**config.mk**
```make
export PLATFORM = sky130hd
export DESIGN_NAME = add_sub_serial_flat
export DESIGN_NICKNAME = d
export VERILOG_FILES = /design/src/rtl/add_sub_serial_pkg.sv /design/src/rtl/add_sub_serial_if.sv /design/src/rtl/add_sub_serial_fa.sv /design/src/rtl/add_sub_serial.sv /design/src/flat_wrapper.sv
export SDC_FILE = /design/constraint.sdc
export NUM_CORES = 1
export LEC_CHECK = 0
export ABC_AREA = 1
export CORE_MARGIN = 3
export CORE_UTILIZATION = 35
export DETAILED_ROUTE_END_ITERATION = 6
export HOLD_SLACK_MARGIN = 0.15
export PLACE_DENSITY = 0.57
export SYNTH_ARGS = -nofsm -noshare
export SYNTH_HDL_FRONTEND = slang
export SYNTH_SLANG_ARGS = --single-unit
```
**constraint.sdc**
```tcl
create_clock -name clk_in -period 2.35 [get_ports clk_in]
set_input_delay 0.235 -clock clk_in [delete_from_list [all_inputs] [get_ports clk_in]]
set_output_delay 0.235 -clock clk_in [all_outputs]
set_load 0.01 [all_outputs]
```
**src/rtl/add_sub_serial_pkg.sv**
```systemverilog
// Shared types and constants for the bit-serial adder/subtractor.
// Optional feature macro used across the slice: ADD_SUB_OVF_EN (signed overflow output).
package add_sub_pkg;

    localparam int unsigned DEF_WIDTH = 4;

    localparam logic OP_ADD = 1'b0;
    localparam logic OP_SUB = 1'b1;

    typedef enum logic [1:0] {
        IDLE = 2'd0,
        BUSY = 2'd1,
        DONE = 2'd2
    } state_e;

endpackage

```
**src/rtl/add_sub_serial_if.sv**
```systemverilog
// Start/ready request bus and result outputs of add_sub_serial.
// ADD_SUB_OVF_EN adds the overflow_out signal to both modports.
interface add_sub_serial_if #(
    parameter int unsigned WIDTH = add_sub_pkg::DEF_WIDTH
);

    logic             start_in;
    logic [WIDTH-1:0] a_in;
    logic [WIDTH-1:0] b_in;
    logic             control_in;
    logic             ready_out;
    logic             done_out;
    logic [WIDTH-1:0] result_out;
    logic             carry_out;
`ifdef ADD_SUB_OVF_EN
    logic             overflow_out;

    modport master (
        output start_in, a_in, b_in, control_in,
        input  ready_out, done_out, result_out, carry_out, overflow_out
    );

    modport slave (
        input  start_in, a_in, b_in, control_in,
        output ready_out, done_out, result_out, carry_out, overflow_out
    );
`else
    modport master (
        output start_in, a_in, b_in, control_in,
        input  ready_out, done_out, result_out, carry_out
    );

    modport slave (
        input  start_in, a_in, b_in, control_in,
        output ready_out, done_out, result_out, carry_out
    );
`endif

endinterface

```
**src/rtl/add_sub_serial_fa.sv**
```systemverilog
// Single-bit full adder; shared with the combinational adder library.
module full_adder_1bit (
    input  logic a,
    input  logic b,
    input  logic cin,
    output logic sum,
    output logic cout
);

    assign sum  = a ^ b ^ cin;
    assign cout = (a & b) | (a & cin) | (b & cin);

endmodule

```
**src/rtl/add_sub_serial.sv**
```systemverilog
// Bit-serial adder/subtractor: one bit per clock, LSB first, through one full adder.
// Define ADD_SUB_OVF_EN to add the registered signed-overflow output.
module add_sub_serial
    import add_sub_pkg::*;
#(
    parameter int unsigned WIDTH = DEF_WIDTH
) (
    input  logic             clk_in,
    input  logic             rst_n_in,
    add_sub_serial_if.slave  bus
);

    localparam int unsigned CNT_W = (WIDTH > 1) ? $clog2(WIDTH) : 1;

    state_e             state_q, state_d;
    logic [CNT_W-1:0]   cnt_q, cnt_d;
    logic [WIDTH-1:0]   a_sr_q, a_sr_d;
    logic [WIDTH-1:0]   b_sr_q, b_sr_d;
    logic [WIDTH-1:0]   res_sr_q, res_sr_d;
    logic               c_q, c_d;
    logic [WIDTH-1:0]   result_q, result_d;
    logic               carry_q, carry_d;
`ifdef ADD_SUB_OVF_EN
    logic               ovf_q, ovf_d;
`endif

    logic fa_sum;
    logic fa_cout;

    full_adder_1bit u_fa (
        .a    (a_sr_q[0]),
        .b    (b_sr_q[0]),
        .cin  (c_q),
        .sum  (fa_sum),
        .cout (fa_cout)
    );

    always_ff @(posedge clk_in or negedge rst_n_in) begin
        if (!rst_n_in) begin
            state_q  <= IDLE;
            cnt_q    <= '0;
            a_sr_q   <= '0;
            b_sr_q   <= '0;
            res_sr_q <= '0;
            c_q      <= 1'b0;
            result_q <= '0;
            carry_q  <= 1'b0;
`ifdef ADD_SUB_OVF_EN
            ovf_q    <= 1'b0;
`endif
        end else begin
            state_q  <= state_d;
            cnt_q    <= cnt_d;
            a_sr_q   <= a_sr_d;
            b_sr_q   <= b_sr_d;
            res_sr_q <= res_sr_d;
            c_q      <= c_d;
            result_q <= result_d;
            carry_q  <= carry_d;
`ifdef ADD_SUB_OVF_EN
            ovf_q    <= ovf_d;
`endif
        end
    end

    // Subtract loads ~B with carry-in 1, giving A + ~B + 1 = A - B.
    always_comb begin
        state_d  = state_q;
        cnt_d    = cnt_q;
        a_sr_d   = a_sr_q;
        b_sr_d   = b_sr_q;
        res_sr_d = res_sr_q;
        c_d      = c_q;
        result_d = result_q;
        carry_d  = carry_q;
`ifdef ADD_SUB_OVF_EN
        ovf_d    = ovf_q;
`endif
        case (state_q)
            IDLE: begin
                if (bus.start_in) begin
                    state_d = BUSY;
                    cnt_d   = '0;
                    a_sr_d  = bus.a_in;
                    b_sr_d  = (bus.control_in == OP_SUB) ? ~bus.b_in : bus.b_in;
                    c_d     = bus.control_in;
                end
            end
            BUSY: begin
                a_sr_d   = a_sr_q >> 1;
                b_sr_d   = b_sr_q >> 1;
                c_d      = fa_cout;
                res_sr_d = {fa_sum, res_sr_q[WIDTH-1:1]};
                cnt_d    = cnt_q + CNT_W'(1);
                if (cnt_q == CNT_W'(WIDTH - 1)) begin
                    state_d  = DONE;
                    cnt_d    = '0;
                    result_d = {fa_sum, res_sr_q[WIDTH-1:1]};
                    carry_d  = fa_cout;
`ifdef ADD_SUB_OVF_EN
                    ovf_d    = c_q ^ fa_cout;
`endif
                end
            end
            DONE: begin
                state_d = IDLE;
            end
            default: begin
                state_d = IDLE;
            end
        endcase
    end

    assign bus.ready_out  = (state_q == IDLE);
    assign bus.done_out   = (state_q == DONE);
    assign bus.result_out = result_q;
    assign bus.carry_out  = carry_q;
`ifdef ADD_SUB_OVF_EN
    assign bus.overflow_out = ovf_q;
`endif

endmodule
```
**src/flat_wrapper.sv**
```systemverilog
// flat-port wrapper written by rule: the top's interface ports become plain ports
module add_sub_serial_flat import add_sub_pkg::*;
#(
    parameter int unsigned WIDTH = DEF_WIDTH
)
  (clk_in, rst_n_in, bus_start_in, bus_a_in, bus_b_in, bus_control_in, bus_ready_out, bus_done_out, bus_result_out, bus_carry_out);
  add_sub_serial_if #(.WIDTH(WIDTH)) bus_i ();
  input  logic clk_in;
  input  logic rst_n_in;
  input wire logic [$bits(bus_i.start_in)-1:0] bus_start_in;
  input wire logic [$bits(bus_i.a_in)-1:0] bus_a_in;
  input wire logic [$bits(bus_i.b_in)-1:0] bus_b_in;
  input wire logic [$bits(bus_i.control_in)-1:0] bus_control_in;
  output wire logic [$bits(bus_i.ready_out)-1:0] bus_ready_out;
  output wire logic [$bits(bus_i.done_out)-1:0] bus_done_out;
  output wire logic [$bits(bus_i.result_out)-1:0] bus_result_out;
  output wire logic [$bits(bus_i.carry_out)-1:0] bus_carry_out;
  assign bus_i.start_in = bus_start_in;
  assign bus_i.a_in = bus_a_in;
  assign bus_i.b_in = bus_b_in;
  assign bus_i.control_in = bus_control_in;
  assign bus_ready_out = bus_i.ready_out;
  assign bus_done_out = bus_i.done_out;
  assign bus_result_out = bus_i.result_out;
  assign bus_carry_out = bus_i.carry_out;
  add_sub_serial #(.WIDTH(WIDTH)) u_core (.clk_in(clk_in), .rst_n_in(rst_n_in), .bus(bus_i));
endmodule
```
==> flow_metrics.py, run 1 <==
metrics = {
    "outcome": {
        "outcome": "completed",
    },
    "detailed_routing": {
        "ant_nets": 0,
        "dr.pass1.iters": 4,
        "routed_via_density": 4.81,
        "routed_wl_mm": 1.81,
        "wl_per_cell_um": 11.1,
        "vias": 784,
        "remaining_drc_errors": 0,
        "dr.first_iter.drc_count": 29,
    },
    "die": {
        "pin_count": 19,
        "die_w_um": 59.2,
        "die_area_um2": 3510,
        "fp.dieH_um": 59.2,
        "core_um2": 2590,
        "num_rows": 18,
        "start_util": 0.383,
    },
    "synth": {
        "syn-num-nets": 127,
        "ys_warn_count": 0,
        "syn-instance-count": 113,
        "yosys-top-cells-area": "dfrtp_1 (53%), nand2_1 (14%), nand3_1 (11%)",
        "synth_cell_type_count": 18,
        "yosysTopAreaCell": "dfrtp_1",
        "mappedNetlistArea_um2": 992,
        "synth-seq-cells": 21,
        "syn_area_per_cell_um2": 8.78,
        "synth_top_area_frac": 0.530,
        "seq_area_frac_synth": 0.530,
    },
    "finish": {
        "finalNonFillerCells": 163,
        "area_delta_synth_final_pct": 21.9,
        "final_area_um2": 1210,
        "final_common_cell": "nand2_1",
        "nFillCells": 261,
        "final_cell_mix": "nand2_1 (37), nand3_1 (22), dfrtp_1 (21), clkdlybuf4s50_1 (18), inv_1 (8)",
        "layout-drive-gt1-share": 0.0977,
        "diodes": 0,
        "nets": 148,
    },
    "setup_path": {
        "start_kind": "flop",
        "reg2reg_depth": 5,
        "cp_max_fo": 5,
        "cp_data_required_time_ns": 2.12,
        "criticalPathCategory": "flop to output pin",
        "timing.rr.end": "u_core.b_sr_q[0]$_DFFE_PN0P_",
        "worst_ep_arrival_time_ns": 1.66,
        "end_kind": "output pin",
        "r2r_start": "u_core.state_q[1]$_DFFE_PN0P_",
        "r2r_setup_slack_ns": 1.09,
    },
    "timing": {
        "fin_ws_ns": 0.458,
        "fmax_ghz": 0.528,
        "finalWorstPathRequiredPeriod_ns": 1.89,
        "maxSlewViolCount": 0,
        "worst_slew_pin_slew_ns": 0.343,
        "rsz0062_at_grt": "no",
        "fin_setup_tns_ns": 0,
        "setup_violations": 0,
        "finalHoldViolations": 0,
        "relSlewSlack": 0.770,
        "finalCritPeriodShare": 0.805,
        "finClkSkew_ns": 0.00719,
    },
    "clock_network": {
        "clock_latency_ns": 0.30,
        "cts_tree": "done",
        "clk_path_buf_depth": 2,
        "clkTransAtPathRegs_ns": 0.12,
        "postCtsResizedCells": 0,
        "holdBufCountCts": 0,
        "cts_root_buf": "clkbuf_4",
        "cts.sinks": 21,
        "cts_max_level": 1,
        "postCtsSetupBuffers": 0,
        "cts_made_buffers": 3,
    },
    "placed_design": {
        "hpwl_mm": 1.35,
        "dp_cells": 159,
        "place_congestion": 0.777,
        "portBuffers": 18,
        "pre_cts_ws_ns": 0.794,
        "dpl_cell_area_um2": 1180,
    },
    "global_route": {
        "grt_pass1_vias": 702,
        "grt_pass1_wl_mm": 3.12,
        "grt_max_degree": 22,
        "antenna_found_initial": 0,
        "track_usage": 0.115,
        "grt_overflow": 0,
    },
    "power_and_ir_drop": {
        "power_density_nw_per_um2": 1110,
        "ir_drop_mv": 0.612,
        "leakagePower_nw": 0.608,
    },
    "min_path": {
        "min_path_type": "input pin to asynchronous set/reset pin",
    },
    "flow_run": {
        "cap_viol_max_count": 0,
    },
}
[Yosys cell counts (all sizes together)]
library cell / n
nand3: 22
fa: 1
o21ai: 8
inv: 11
ha: 1
nor2: 4
dfrtp: 21
xor2: 1
buf: 3
nand2: 41
[logic make-up (layout without fill, tap and decap cells)]
kind of cell	after synthesis	after routing	synth area share
and+or+nand+nor	67	67	0.309
DFF	21	21	0.530
buffers and inverters	14	34	0.0757
AOI/OAI and AO/OA	8	8	0.0441
adders and majority gates	2	2	0.0328
xor gates and xnor gates	1	1	0.00883
[final cells by class]
class                      instances  area, µm²  area share
multi-input combinational         78        392       0.324
clock buffer                       4       26.3      0.0217
sequential                        21        526       0.434
timing repair buffer              19        188       0.155
inverter                          11       41.3      0.0341
tap                               30       37.5      0.0310
[state kept, by name, summed over array words and instances, names as in the netlist]
name                   count
u_core.a_sr_q              4
u_core.bus.result_out      4
u_core.state_q             2
u_core.b_sr_q              4
u_core.bus.carry_out       1
u_core.res_sr_q            3
u_core.cnt_q               2
u_core.c_q                 1
[critical path: stages, from the launching register on]
cell	delay (ns)
dfrtp_1	0.46
nor2_1	0.29
clkdlybuf4s50_1	0.60
[layer usage]
metal	global-route usage	up-vias	wire (µm)
met5	0	-	0
li1	-	402	-
met2	0.187	20	796
met1	0.151	360	898
met3	0.0436	2	109
met4	0.0129	0	6
[metrics by stage]
step / total power (W) / utilization / hold slack [ns]
CTS: 0.00136 / 0.467 / 0.261
global placement: 0.00117 / 0.457 / 0.460
detailed placement: 0.00118 / 0.457 / 0.468
global route: 0.00146 / 0.467 / 0.273
floorplan: 0.00103 / - / -0.0606
finish: 0.00134 / 0.467 / 0.251
[worst max-delay path by stage]
stage                                  startpoint                              to  slack, ns  cells after the start
floorplan            u_core.a_sr_q[0]$_DFFE_PN0P_  u_core.res_sr_q[3]$_DFFE_PN0N_       1.20                      3
detailed placement  u_core.state_q[0]$_DFFE_PN0P_                   bus_ready_out       0.79                      2
CTS                 u_core.state_q[0]$_DFFE_PN0P_                   bus_ready_out       0.45                      2
global placement    u_core.state_q[0]$_DFFE_PN0P_                   bus_ready_out       0.81                      2
finish              u_core.state_q[0]$_DFFE_PN0P_                   bus_ready_out       0.46                      2
global route        u_core.state_q[1]$_DFFE_PN0P_                   bus_ready_out       0.35                      2
[report_power, final]
group | total, W | internal [W] | switching [W]
registers | 0.000602 | 0.000507 | 0.0000950
clock network | 0.000175 | 0.0000662 | 0.000108
logic | 0.000562 | 0.000238 | 0.000324
total | 0.00134 | 0.000811 | 0.000528
(Power assumes the default switching activity.)
==> run 2, diff against run 1 <==
- PLACE_DENSITY: 0.57 -> 0.59
- clock period: 2.35 -> 1.7 ns (I/O delays scaled with it)
==> run 2 against run 1 <==
- final cell count is 1.2% higher
- count of clock-buffer cells in the layout is 1 lower
- sequential power is 39% higher
- critical endpoint unchanged
- highest routed layer unchanged
- largest cell class unchanged
==> flow_metrics.py, run 2 (same netlist as run 1, synthesis figures left out) <==
metrics = {
    "die": {
        "die_area_um2": 3510,
        "pin_count": 19,
        "fp.dieH_um": 59.2,
        "num_rows": 18,
        "core_um2": 2590,
        "die_w_um": 59.2,
        "start_util": 0.383,
    },
    "global_route": {
        "grt_overflow": 0,
        "antenna_found_initial": 0,
        "grt_max_degree": 22,
        "grt_pass1_wl_mm": 3.35,
        "track_usage": 0.126,
        "grt_pass1_vias": 772,
    },
    "flow_run": {
        "cap_viol_max_count": 0,
    },
    "clock_network": {
        "cts_tree": "done",
        "postCtsSetupBuffers": 0,
        "holdBufCountCts": 0,
        "cts_root_buf": "clkbuf_4",
        "postCtsResizedCells": 0,
        "clock_latency_ns": 0.31,
        "cts_max_level": 1,
        "cts_made_buffers": 3,
        "cts.sinks": 21,
        "clk_path_buf_depth": 2,
        "clkTransAtPathRegs_ns": 0.12,
    },
    "finish": {
        "final_common_cell": "nand2_1",
        "final_cell_mix": "nand2_1 (37), nand3_1 (22), dfrtp_1 (20), clkdlybuf4s50_1 (17), inv_1 (8)",
        "diodes": 0,
        "area_delta_synth_final_pct": 24.0,
        "nets": 150,
        "layout-drive-gt1-share": 0.126,
        "finalNonFillerCells": 165,
    },
    "timing": {
        "fmax_ghz": 0.612,
        "finalCritPeriodShare": 0.962,
        "finClkSkew_ns": 0.00835,
        "finalWorstPathRequiredPeriod_ns": 1.64,
        "setup_violations": 0,
        "finalHoldViolations": 0,
        "rsz0062_at_grt": "no",
        "relSlewSlack": 0.770,
        "worst_slew_pin_slew_ns": 0.344,
        "fin_setup_tns_ns": 0,
        "maxSlewViolCount": 0,
    },
    "setup_path": {
        "worst_ep_arrival_time_ns": 1.47,
        "r2r_setup_slack_ns": 0.45,
        "slowest_delay_ns": 0.56,
        "end_kind": "output pin",
        "reg2reg_depth": 3,
        "crit_path_cell_trace": "nor2_1 > clkdlybuf4s50_1",
        "criticalPathCategory": "flop to output pin",
        "cp_data_required_time_ns": 1.53,
        "r2r_start": "u_core.a_sr_q[0]$_DFFE_PN0P_",
        "cp_max_fo": 5,
        "timing.rr.end": "u_core.res_sr_q[3]$_DFFE_PN0N_",
        "slowest_stage": "clkdlybuf4s50_1",
        "start_kind": "flop",
    },
    "power_and_ir_drop": {
        "leakagePower_nw": 0.638,
        "total_power_w": 0.00189,
        "ir_drop_mv": 1.03,
        "power_density_nw_per_um2": 1540,
    },
    "detailed_routing": {
        "remaining_drc_errors": 0,
        "wl_met3_um": 123,
        "ant_nets": 0,
        "met2_length_um": 863,
        "vias": 790,
        "wl_per_cell_um": 11.7,
        "routed_via_density": 4.79,
        "wl_met1_um": 940,
        "dr.pass1.iters": 4,
        "dr.first_iter.drc_count": 24,
        "routed_wl_mm": 1.94,
        "top_layer_used": "met4",
    },
    "placed_design": {
        "place_congestion": 0.777,
        "portBuffers": 18,
        "hpwl_mm": 1.47,
        "dp_cells": 161,
    },
    "outcome": {
        "outcome": "completed",
    },
    "min_path": {
        "min_path_type": "input pin to asynchronous set/reset pin",
    },
}
## run 2: changes by cell type in the layout (fill, tap and decap cells not counted)
cell             previous run  this run
buf_4                       1         3
clkbuf_1                    1         0
clkdlybuf4s50_1            18        17
clkinv_2                    0         1
dfrtp_1                    21        20
dfrtp_2                     0         1
dlymetal6s2s_1              0         1
## run 2: worst max-delay path by stage
stage                                  startpoint                        endpoint  slack [ns]
floorplan            u_core.a_sr_q[0]$_DFFE_PN0P_  u_core.res_sr_q[3]$_DFFE_PN0N_        0.55
global placement                     bus_start_in    u_core.b_sr_q[0]$_DFFE_PN0P_        0.33
detailed placement                   bus_start_in    u_core.b_sr_q[1]$_DFFE_PN0P_        0.30
CTS                 u_core.state_q[1]$_DFFE_PN0P_                    bus_done_out        0.03
global route        u_core.state_q[0]$_DFFE_PN0P_                   bus_ready_out       0.009
finish              u_core.state_q[0]$_DFFE_PN0P_                   bus_ready_out        0.06
## run 2: critical path: cells and delay by family (launching register included)
kind	cells	cell delay, ns
buffers and inverters	1	0.56
flip-flops	1	0.46
AND/OR/NAND/NOR	1	0.14
## run 2: report_power, final
group | internal [W] | switching (W)
sequential | 0.000703 | 0.000133
combinational | 0.000349 | 0.000461
clock | 0.0000878 | 0.000156
total | 0.00114 | 0.000751
## run 2: area by class of cell
cell class	instances	area, µm²
well taps	30	37.5
repair buffers	21	205
clock buffers	3	22.5
inverters	11	41.3
multi-input cells	78	392
flip-flops and latches	21	527
clock inverters	1	5.00
fillers	264	1360
## run 2: metal layers
layer	vias to the layer above	track usage
li1	401	-
met1	367	0.168
met2	20	0.203
met3	2	0.0392
met4	0	0.0194
met5	-	0
## run 2: metrics by stage
stage | setup WS, ns | hold slack (ns) | utilization | instance area (µm²)
final | 0.0648 | 0.180 | 0.475 | 1230
after global routing | 0.00880 | 0.200 | 0.475 | 1230
after CTS | 0.0301 | 0.191 | 0.473 | 1230
after detailed placement | 0.299 | 0.468 | 0.463 | 1200
after global placement | 0.334 | 0.461 | 0.463 | 1200
after floorplan | 0.548 | -0.126 | - | 992
==> run 3, diff against run 2 <==
- CAP_MARGIN: default -> 0
- CORE_UTILIZATION: 35 -> 30
- CTS_CLUSTER_SIZE: default -> 10
- PLACE_DENSITY: 0.59 -> 0.52
==> run 3 against run 2 <==
- utilization fell by 7.6 points
- critical path depth did not move
- clock skew fell by 0.0018 ns
- sequential power barely moved
- hold slack improved by 0.010 ns
- first-iteration DRC count rose by 33%
- non-clock buffer count fell by 1
- cell area rose by 0.71%
- largest cell class unchanged
==> flow_metrics.py, run 3 (same netlist as run 1, synthesis figures left out) <==
metrics = {
    "outcome": {
        "outcome": "completed",
    },
    "clock_network": {
        "cts_root_buf": "clkbuf_4",
        "cts_made_buffers": 3,
        "cts_max_level": 1,
        "clkTransAtPathRegs_ns": 0.12,
        "clock_latency_ns": 0.30,
        "cts_tree": "done",
        "cts.sinks": 21,
        "postCtsSetupBuffers": 0,
        "clk_path_buf_depth": 2,
    },
    "setup_path": {
        "crit_path_cell_trace": "nor2_2 > clkdlybuf4s50_1",
        "end_kind": "output pin",
        "start_kind": "flop",
        "cp_max_fo": 3,
        "criticalPathCategory": "flop to output pin",
        "slowest_stage": "clkdlybuf4s50_1",
        "slowest_delay_ns": 0.55,
        "cp_data_required_time_ns": 1.53,
        "r2r_setup_slack_ns": 0.44,
        "worst_ep_arrival_time_ns": 1.45,
    },
    "finish": {
        "final_cell_mix": "nand2_1 (37), nand3_1 (22), dfrtp_1 (20), clkdlybuf4s50_1 (17), inv_1 (8)",
        "multiInputGateArea_um2": 394,
        "nFillCells": 355,
        "nets": 149,
        "area_delta_synth_final_pct": 24.8,
        "final_area_um2": 1240,
        "layout-drive-gt1-share": 0.127,
        "diodes": 0,
        "final_util": 0.399,
        "seq_area_um2": 527,
        "final_common_cell": "nand2_1",
    },
    "detailed_routing": {
        "vias": 802,
        "dr.first_iter.drc_count": 32,
        "routed_wl_mm": 1.80,
        "wl_per_cell_um": 10.1,
        "routed_via_density": 4.51,
        "dr.pass1.iters": 4,
        "remaining_drc_errors": 0,
        "ant_nets": 0,
    },
    "die": {
        "num_rows": 20,
        "pin_count": 19,
        "fp.dieH_um": 63.5,
        "die_w_um": 63.5,
        "die_area_um2": 4030,
        "core_um2": 3100,
        "start_util": 0.320,
    },
    "global_route": {
        "grt_max_degree": 22,
        "grt_pass1_vias": 755,
        "antenna_found_initial": 0,
        "grt_overflow": 0,
        "grt_pass1_wl_mm": 3.18,
        "track_usage": 0.102,
    },
    "timing": {
        "maxSlewViolCount": 0,
        "finalWorstPathRequiredPeriod_ns": 1.62,
        "fin_setup_tns_ns": 0,
        "finClkSkew_ns": 0.00658,
        "finalHoldViolations": 0,
        "finalCritPeriodShare": 0.954,
        "fmax_ghz": 0.617,
        "worst_slew_pin_slew_ns": 0.335,
        "relSlewSlack": 0.776,
        "rsz0062_at_grt": "no",
        "setup_violations": 0,
    },
    "min_path": {
        "min_path_type": "input pin to asynchronous set/reset pin",
    },
    "power_and_ir_drop": {
        "power_density_nw_per_um2": 1500,
        "leakagePower_nw": 0.619,
        "clkPwrFrac": 0.127,
        "p_int_w": 0.00113,
        "p_sw_w": 0.000726,
        "swShare": 0.390,
        "ir_drop_mv": 0.445,
        "combPwrFrac": 0.424,
        "pwr-share-seq": 0.449,
    },
    "placed_design": {
        "place_congestion": 0.706,
        "hpwl_mm": 1.36,
        "portBuffers": 18,
        "dpl_cell_area_um2": 1210,
    },
    "flow_run": {
        "cap_viol_max_count": 0,
    },
}
==> run 3: cell type report <==
class	instances	area share
clock inverter	1	0.00404
multi-input combinational	78	0.318
tap	44	0.0444
clock buffer	3	0.0182
inverter	11	0.0333
sequential	21	0.425
timing repair buffer	20	0.157
==> run 3: through the flow <==
step	worst slack [ns]	hold WS (ns)	cells	total power, W
6_report	0.0781	0.190	178	0.00186
5_1_grt	0.00779	0.191	178	0.00204
3_5_place_dp	0.222	0.467	174	0.00165
4_1_cts	0.00580	0.183	178	0.00189
2_1_floorplan	0.548	-0.126	113	0.00142
3_3_place_gp	0.275	0.465	174	0.00164
==> run 3: critical path, delay by kind of cell, from the launching register on <==
family | cells | cell delay, ns
buffers and inverters | 1 | 0.55
flip-flops | 1 | 0.46
AND/OR/NAND/NOR | 1 | 0.14
==> run 3: final timing paths <==
check                                                           from                                    to  cells after the start
worst max-delay path                   u_core.state_q[1]$_DFFE_PN0P_                         bus_ready_out                      2
worst min-delay path                                        rst_n_in  u_core.bus.result_out[1]$_DFFE_PN0P_                      2
worst max register to register         u_core.state_q[1]$_DFFE_PN0P_          u_core.b_sr_q[1]$_DFFE_PN0P_                      5
worst min register to register  u_core.bus.result_out[0]$_DFFE_PN0P_  u_core.bus.result_out[0]$_DFFE_PN0P_                      2
max in group asynchronous                                   rst_n_in         u_core.state_q[1]$_DFFE_PN0P_                      2
min in group clk_in                                      bus_a_in[3]          u_core.a_sr_q[3]$_DFFE_PN0P_                      3
==> run 3: layer usage <==
layer,part of all wire,global-route usage,up-vias,wire length (µm)
li1,-,-,404,-
met1,0.46,0.128,376,833
met2,0.48,0.160,20,858
met3,0.054,0.0446,2,97
met4,0.0056,0.0243,0,10
met5,0,0,-,0
==> run 3: power by group through the flow <==
stage | Sequential, W | Clock [W] | Combinational [W]
6_report | 0.000835 | 0.000236 | 0.000789
5_1_grt | 0.000867 | 0.000275 | 0.000902
4_1_cts | 0.000834 | 0.000255 | 0.000805
3_5_place_dp | 0.000843 | 0 | 0.000806
3_3_place_gp | 0.000840 | 0 | 0.000801
2_1_floorplan | 0.000842 | 0 | 0.000578
==> run 3: timing repair <==
action,4_1_cts,5_1_grt
hold buffers,0,0
resized for setup,1,2
hold endpoints to repair,0,0
endpoints found under the setup margin,1,1
pin swaps,0,0
